<file path="config.mk">
export PLATFORM = sky130hd
export DESIGN_NAME = muldiv_unit
export DESIGN_NICKNAME = d
export VERILOG_FILES = /design/src/rtl/muldiv_unit.sv
export SDC_FILE = /design/constraint.sdc
export NUM_CORES = 1
export LEC_CHECK = 0
export CORE_MARGIN = 5
export CORE_UTILIZATION = 43
export DETAILED_ROUTE_END_ITERATION = 8
export PLACE_DENSITY = 0.67
export REMOVE_ABC_BUFFERS = 1
export SYNTH_ARGS = -nofsm -noshare
export SYNTH_HDL_FRONTEND = slang
export SYNTH_SLANG_ARGS = --single-unit
export TNS_END_PERCENT = 20
</file>
<file path="constraint.sdc">
create_clock -name clk -period 3.3 [get_ports clk]
set_input_delay 0.825 -clock clk [delete_from_list [all_inputs] [get_ports clk]]
set_output_delay 0.825 -clock clk [all_outputs]
set_load 0.01 [all_outputs]
</file>
<file path="src/rtl/muldiv_unit.sv">
// muldiv_unit: iterative 32-bit MULT/MULTU/DIV/DIVU with HI/LO registers.
// Define MULDIV_DIV_EN to build the divider; otherwise DIV/DIVU are reserved.
module muldiv_unit (
  input  logic        clk,
  input  logic        aclr_n,
  input  logic        start,
  input  logic [2:0]  op,
  input  logic [31:0] src_a,
  input  logic [31:0] src_b,
  output logic        busy,
  output logic        done,
  output logic [31:0] hi,
  output logic [31:0] lo
);
  typedef enum logic [1:0] {IDLE, RUN, FIX} state_t;
  state_t state, state_nx;
  logic [5:0]  cnt;
  logic [63:0] acc, step, prod;
  logic [31:0] b_mag, res_hi, res_lo;
  logic        neg_q, sgn, a_neg, b_neg, accept_md, div_op, go;
  logic [31:0] a_abs, b_abs;
  logic [32:0] mul_sum;
  logic [63:0] mul_nx;
  assign sgn     = ~op[0];
  assign a_neg   = sgn & src_a[31];
  assign b_neg   = sgn & src_b[31];
  assign a_abs   = a_neg ? -src_a : src_a;
  assign b_abs   = b_neg ? -src_b : src_b;
  assign busy    = state != IDLE;
  assign go      = state == IDLE && start && accept_md;
  assign mul_sum = {1'b0, acc[63:32]} + (acc[0] ? {1'b0, b_mag} : 33'd0);
  assign mul_nx  = {mul_sum, acc[31:1]};
  assign prod    = neg_q ? -acc : acc;
`ifdef MULDIV_DIV_EN
  logic        is_div, neg_r;
  logic [33:0] div_diff;
  logic [63:0] div_nx;
  assign accept_md = ~op[2];
  assign div_op    = op[1];
  // Restoring step: the shifted partial remainder needs 33 bits before the compare.
  assign div_diff  = {1'b0, acc[63:31]} - {2'b00, b_mag};
  assign div_nx    = div_diff[33] ? {acc[62:0], 1'b0} : {div_diff[31:0], acc[30:0], 1'b1};
  assign step      = is_div ? div_nx : mul_nx;
  // With a zero divisor the remainder naturally ends as the signed dividend.
  assign res_hi    = is_div ? (neg_r ? -acc[63:32] : acc[63:32]) : prod[63:32];
  assign res_lo    = is_div ? (b_mag == 32'd0 ? 32'hFFFF_FFFF : (neg_q ? -acc[31:0] : acc[31:0])) : prod[31:0];
  always_ff @(posedge clk or negedge aclr_n)
    if (!aclr_n) begin
      is_div <= 1'b0;
      neg_r  <= 1'b0;
    end else if (go) begin
      is_div <= op[1];
      neg_r  <= a_neg;
    end
`else
  assign accept_md = op[2:1] == 2'b00;
  assign div_op    = 1'b0;
  assign step      = mul_nx;
  assign res_hi    = prod[63:32];
  assign res_lo    = prod[31:0];
`endif
  always_comb begin
    state_nx = IDLE;
    if (state == IDLE) state_nx = go ? RUN : IDLE;
    else if (state == RUN) state_nx = cnt == 6'd31 ? FIX : RUN;
  end
  always_ff @(posedge clk or negedge aclr_n)
    if (!aclr_n) state <= IDLE;
    else state <= state_nx;
  always_ff @(posedge clk or negedge aclr_n)
    if (!aclr_n) begin
      cnt   <= '0;
      acc   <= '0;
      b_mag <= '0;
      neg_q <= 1'b0;
      hi    <= '0;
      lo    <= '0;
      done  <= 1'b0;
    end else begin
      done <= state == FIX;
      if (state == IDLE && start && op == 3'b100) hi <= src_a;
      if (state == IDLE && start && op == 3'b101) lo <= src_a;
      if (go) begin
        acc   <= {32'd0, div_op ? a_abs : b_abs};
        b_mag <= div_op ? b_abs : a_abs;
        neg_q <= a_neg ^ b_neg;
        cnt   <= '0;
      end
      if (state == RUN) begin
        acc <= step;
        cnt <= cnt + 6'd1;
      end
      if (state == FIX) begin
        hi <= res_hi;
        lo <= res_lo;
      end
    end
endmodule
</file>
==> results of run 1 <==
-- path summary, 6_finish.rpt --
path / startpoint / to / cells after the start
worst min register to register: b_mag[19] / b_mag[19] / 2
worst max register to register: acc[12] / hi[26] / 7
max in group asynchronous: aclr_n / lo[14] / 2
worst min-delay path: aclr_n / lo[3] / 1
min in group clk: b_mag[19] / b_mag[19] / 2
worst max-delay path: acc[12] / hi[26] / 7
-- layout by cell type (no fill, tap or decap), types with 6 or more instances in the layout --
| master | netlist | routed |
|---|---|---|
| or2_2 | 6 | 6 |
| xor2_1 | 65 | 65 |
| mux2i_1 | 42 | 42 |
| a22o_1 | 10 | 10 |
| o211ai_1 | 6 | 6 |
| a21o_1 | 13 | 13 |
| nor3_1 | 27 | 27 |
| nor4_1 | 9 | 9 |
| nand2_1 | 166 | 166 |
| clkdlybuf4s50_1 | 0 | 134 |
| a22oi_1 | 23 | 23 |
| o21ai_1 | 8 | 8 |
| o21ai_0 | 181 | 181 |
| inv_1 | 15 | 15 |
| or3_1 | 22 | 22 |
| nor2_1 | 71 | 70 |
| dfrtp_1 | 170 | 168 |
| xnor2_1 | 70 | 70 |
| ha_1 | 36 | 36 |
| a31oi_1 | 11 | 11 |
| buf_4 | 0 | 128 |
| o41ai_1 | 12 | 12 |
| a211oi_1 | 8 | 8 |
| and2_1 | 33 | 33 |
| nand2b_1 | 11 | 10 |
| or4_1 | 21 | 21 |
| and3_1 | 9 | 9 |
| nand3_1 | 27 | 26 |
| a21oi_1 | 78 | 77 |
| clkbuf_16 | 0 | 17 |
| o31ai_1 | 30 | 29 |
| nand4_1 | 12 | 12 |
| mux2_2 | 23 | 23 |
-- cell families (layout without fill, tap and decap cells) --
| group | after synthesis | in the layout | share of synthesized area, % |
|---|---|---|---|
| DFF | 170 | 170 | 36.58 |
| and+or+nand+nor | 438 | 438 | 18.56 |
| AOI/OAI and AO/OA | 415 | 415 | 21.83 |
| xor gates and xnor gates | 135 | 135 | 10.17 |
| muxes | 65 | 65 | 5.842 |
| adders and majority gates | 37 | 37 | 4.046 |
| buffers and inverters | 90 | 315 | 2.970 |
-- stage by stage --
stage / total power (W) / utilization, % / setup WS (ns) / area, um^2 / hold WS, ns
floorplan: 0.006482 / - / -0.6780 / 11340 / 0.4418
global placement: 0.008689 / 52.96 / -0.2241 / 14190 / 0.4540
detailed placement: 0.008786 / 52.96 / -0.2050 / 14190 / 0.4644
CTS: 0.01082 / 55.14 / 0.06552 / 14780 / 0.3299
global route: 0.01159 / 55.20 / -0.01527 / 14790 / 0.3538
finish: 0.01083 / 55.20 / 0.08484 / 14790 / 0.3179
-- flip-flops by register name, summed over array words and instances, names as in the netlist --
name,cells
neg_q,1
b_mag,32
state,2
lo,32
done,1
hi,32
cnt,6
acc,64
-- power by group through the flow --
stage | Combinational [W] | Sequential, W | Clock [W]
after floorplan | 0.00283 | 0.00365 | 0
after CTS | 0.00517 | 0.00363 | 0.00202
after global placement | 0.00505 | 0.00364 | 0
after detailed placement | 0.00513 | 0.00366 | 0
final | 0.00519 | 0.00364 | 0.00200
after global routing | 0.00574 | 0.00375 | 0.00210
-- cell type report --
class / instances / share of cell area [%]
timing repair buffer: 267 / 16.18
tap: 341 / 2.884
sequential: 170 / 28.77
inverter: 16 / 0.4060
clock inverter: 14 / 1.057
multi-input combinational: 1090 / 47.80
clock buffer: 18 / 2.901
-- layer usage --
metal	GRT usage [%]	up-vias	share of wire, %
li1	-	5337	-
met1	32.73	5327	44
met2	40.36	360	48
met3	3.197	60	5.7
met4	7.819	0	2.7
met5	0	-	0
-- critical path, delay by kind of cell (launching register included) --
kind | cells | cell delay (ns)
AND/OR/NAND/NOR | 4 | 2.23
flip-flops | 1 | 0.37
AO/OA/AOI/OAI | 2 | 0.30
XOR/XNOR | 1 | 0.19
==> impl_metrics.json, run 1 <==
{
  "outcome": "complete, no violations",
  "hold_viol": 0,
  "pwr-share-clk_pct": 18.5,
  "yosysMostFrequentCell": "o21ai_0",
  "initialDrtViolationCount": 823,
  "finalMaxSlewViolations": 0,
  "dr.pass1.iters": 5,
  "drc": 0,
  "seqPwrFrac_pct": 33.6,
  "grt_remaining_overflow": 0,
  "htreeDepth": 4,
  "cts_buffers": 17,
  "synth_top_cells_by_area": "dfrtp_1, o21ai_0, nand2_1",
  "core_um2": 26800,
  "ir_worst_vdd_mv": 0.3883,
  "drv_cap": 0,
  "reg2reg_slack_ns": 0.08,
  "synthTopCellsByCount": "o21ai_0, dfrtp_1, nand2_1, a21oi_1, nor2_1",
  "num_rows": 60,
  "final_cells": 1916,
  "gr-usage-all-layers_pct": 24.21,
  "clk_pin_slew_ns": 0.08,
  "combPwrFrac_pct": 47.9,
  "routedWlPerCell_um": 19.31,
  "cts_tree": "built",
  "ys_types": 62,
  "synth_largest_area_cell": "dfrtp_1",
  "yosys_warnings": 0,
  "cts_hold_buf": 0,
  "grt_pass1_vias": 10872,
  "synthCells": 1350,
  "syn_area_um2": 11630,
  "die_y_um": 174.5,
  "cts_buffer_depth": 2,
  "multi_input_area_um2": 7072,
  "io_pins": 136,
  "via_per_inst": 5.785,
  "ant_nets": 0,
  "cp_slowest_cell": "or4_4",
  "ctsResizeCount": 0,
  "path_cells": "or4_4, or4_4, or4_4, or4_4, o41ai_4, xor2_1, a21oi_1",
  "cp-end-kind": "register",
  "rsz0062_at_grt": "true",
  "place.gp.congestion": 0.9147,
  "cp.required_ns": 3.61,
  "num_vias": 11084,
  "criticalPathCategory": "reg2reg",
  "fp.dieArea_um2": 30430,
  "synth_enable_flop_cells": 0,
  "fin_nets": 1669,
  "yosys_register_bits": 170,
  "p_sw_w": 0.004536,
  "arrival_ns": 3.53,
  "setup_tns_ns": 0,
  "crit_fanout": 6,
  "seq_area_frac_synth_pct": 36.58,
  "setup_viol": 0,
  "post-route-min-period_ns": 3.215,
  "crit_top_cell": "or4_4",
  "synth_top_area_share_pct": 36.58,
  "swShare_pct": 41.88,
  "powerDensity_nw_per_um2": 732.1,
  "max_freq_ghz": 0.3110,
  "cpPeakStageDelay_ns": 0.61,
  "grt_start_max_net_pins": 79,
  "startpoint_type": "register",
  "area_growth_pct": 27.22,
  "root_buffer": "clkbuf_16",
  "cts_setup_buffers": 0,
  "grt_pass1_wl_um": 59480,
  "start_util_pct": 43.39,
  "antenna_found_initial": 0,
  "finClkSkew_ns": 0.01416,
  "fillers": 2418,
  "hp-class": "in2async",
  "wirelength_um": 37010,
  "regArea_um2": 4257,
  "drive_gt1_share_pct": 13.59,
  "diodes": 0,
  "synth_area_per_cell_um2": 8.614,
  "place_hpwl_um": 28470,
  "port-buffer-count": 135,
  "synth_flop_cell": "dfrtp_1",
  "p_int_w": 0.006295,
  "die_w_um": 174.5,
  "fin_crit_sh_pct": 97.43,
  "synthArstFlopShare_pct": 100.0,
  "clock-sinks": 170,
  "placedCellCount": 1884,
  "maxSlewHeadroom_pct": 23.54,
  "worstMarginPinSlew_ns": 1.144,
  "insertion_delay_ns": 0.43,
  "p_leak_nw": 6.349
}
Note: power is estimated with default switching activity, not from simulation.
==> run 2: changes to the inputs <==
--- a/config.mk
+++ b/config.mk
@@ -5,11 +5,15 @@
 export SDC_FILE = /design/constraint.sdc
 export NUM_CORES = 1
 export LEC_CHECK = 0
+export CELL_PAD_IN_SITES_DETAIL_PLACEMENT = 0
+export CELL_PAD_IN_SITES_GLOBAL_PLACEMENT = 1
 export CORE_MARGIN = 5
-export CORE_UTILIZATION = 43
+export CORE_UTILIZATION = 39
 export DETAILED_ROUTE_END_ITERATION = 8
-export PLACE_DENSITY = 0.67
+export GPL_ROUTABILITY_DRIVEN = 0
+export PLACE_DENSITY = 0.78
 export REMOVE_ABC_BUFFERS = 1
+export SETUP_SLACK_MARGIN = 0.15
 export SYNTH_ARGS = -nofsm -noshare
 export SYNTH_HDL_FRONTEND = slang
 export SYNTH_SLANG_ARGS = --single-unit
==> impl_metrics.json, run 2 (synthesis results as in run 1) <==
{
  "grt_start_max_net_pins": 78,
  "worstReg2RegStart": "acc[12]",
  "num_rows": 63,
  "cp.required_ns": 3.61,
  "via_per_inst": 5.641,
  "finClkSkew_ns": 0.01606,
  "area_growth_pct": 27.58,
  "place_hpwl_um": 29110,
  "powerDensity_nw_per_um2": 730.3,
  "wirelength_um": 37900,
  "setup_viol": 0,
  "fin_crit_sh_pct": 99.86,
  "path_cells": "or4_4, or4_4, or4_4, or4_4, o41ai_4, xor2_1, a21oi_1",
  "rsz0062_at_grt": "true",
  "num_vias": 10989,
  "fin_total_pwr_w": 0.01084,
  "crit_family": "simple AND/OR/NAND/NOR gates",
  "cts_tree": "built",
  "layout_common_cells": "o21ai_0, dfrtp_1, nand2_1",
  "cts_buffer_depth": 2,
  "die_y_um": 182.7,
  "pre_cts_slack_ns": -0.2444,
  "crit_fanout": 5,
  "ant_nets": 0,
  "outcome": "complete, no violations",
  "clk_pin_slew_ns": 0.08,
  "arrival_ns": 3.61,
  "routedWlPerCell_um": 19.46,
  "dr.pass1.iters": 5,
  "crit_top_cell": "or4_4",
  "core_um2": 29560,
  "startpoint_type": "register",
  "antenna_found_initial": 0,
  "io_pins": 136,
  "diodes": 0,
  "max_freq_ghz": 0.3034,
  "cts_hold_buf": 0,
  "setup_tns_ns": 0,
  "start_util_pct": 39.34,
  "placedCellCount": 1915,
  "final_cells": 1948,
  "die_w_um": 182.7,
  "layout_commonest_cell": "o21ai_0",
  "port-buffer-count": 135,
  "gr-usage-all-layers_pct": 22.40,
  "finalMaxSlewViolations": 0,
  "grt_pass1_vias": 10775,
  "drive_gt1_share_pct": 13.67,
  "root_buffer": "clkbuf_16",
  "maxSlewHeadroom_pct": 42.89,
  "hp-class": "in2async",
  "fin_nets": 1652,
  "drc": 0,
  "initialDrtViolationCount": 844,
  "worst_r2r_endpoint": "hi[26]",
  "largest_register_ffs": 64,
  "regMostFlops": "acc",
  "grt_remaining_overflow": 0,
  "cp_slowest_cell": "or4_4",
  "grt_pass1_wl_um": 59840,
  "htreeDepth": 4,
  "reg2reg_slack_ns": 0.005,
  "r2r.worst_path.cells": 7,
  "criticalPathCategory": "reg2reg",
  "ir_worst_vdd_mv": 0.4112,
  "setup_ws_ns": 0.004556,
  "insertion_delay_ns": 0.45,
  "fp.dieArea_um2": 33370,
  "p_leak_nw": 6.290,
  "clock-sinks": 170,
  "drv_cap": 0,
  "path_buf_inv": 0,
  "worstMarginPinSlew_ns": 0.8567,
  "post-route-min-period_ns": 3.295,
  "cp-end-kind": "register",
  "cts_buffers": 17,
  "cpPeakStageDelay_ns": 0.62,
  "hold_viol": 0
}
[run 2: cell count changes in the layout (fill, tap and decap cells not counted), sizes merged]
cell      previous run  this run
clkbuf              18        17
buf                133       116
clkinvlp             1         0
inv                 22        24
[run 2: area by class of cell]
type | count | area (um^2)
Fill cell | 2818 | 14720
Multi-Input combinational cell | 1090 | 7171
Sequential cell | 170 | 4255
Timing Repair Buffer | 250 | 2266
Tap cell | 390 | 488.0
Clock buffer | 17 | 425.4
Clock inverter | 15 | 170.2
Inverter | 16 | 60.06
[run 2: through the flow]
stage                     utilization [%]  instance area (um^2)  hold WS [ns]
after floorplan                         -                 11340        0.4418
after global placement              47.76                 14120        0.4574
after detailed placement            47.76                 14120        0.4659
after CTS                           49.78                 14710        0.3840
after global routing                50.19                 14840        0.4047
final                               50.19                 14840        0.3398
[run 2: worst max path at each step]
| stage | from | endpoint | slack, ns | cells past startpoint |
|---|---|---|---|---|
| final | acc[12] | hi[26] | 0.005 | 7 |
| after global routing | acc[12] | hi[26] | -0.09 | 7 |
| after CTS | acc[12] | hi[26] | 0.01 | 7 |
| after detailed placement | src_a[13] | b_mag[29] | -0.24 | 8 |
| after global placement | src_b[11] | acc[27] | -0.22 | 8 |
| after floorplan | state[1] | acc[22] | -0.68 | 5 |
[run 2: what timing repair did]
action / 4_1_cts / 5_1_grt
hold endpoints to repair: 0 / 0
buffers inserted: 0 / 1
gates resized for setup: 0 / 23
setup endpoints to repair: 8 / 24
pin swaps: 1 / 8
[run 2: power by group]
part | leakage (nW) | internal, W | switching (W)
Sequential | 2.07 | 0.00283 | 0.000872
Combinational | 3.93 | 0.00238 | 0.00271
Clock | 0.293 | 0.00103 | 0.00102
[run 2: layer usage]
layer / vias up / routed length (um) / GRT usage, %
met2: 279 / 18290 / 37.66
met3: 42 / 1652 / 2.950
met4: 0 / 610 / 5.494
met5: - / 0 / 0
li1: 5285 / - / -
met1: 5383 / 17350 / 30.69
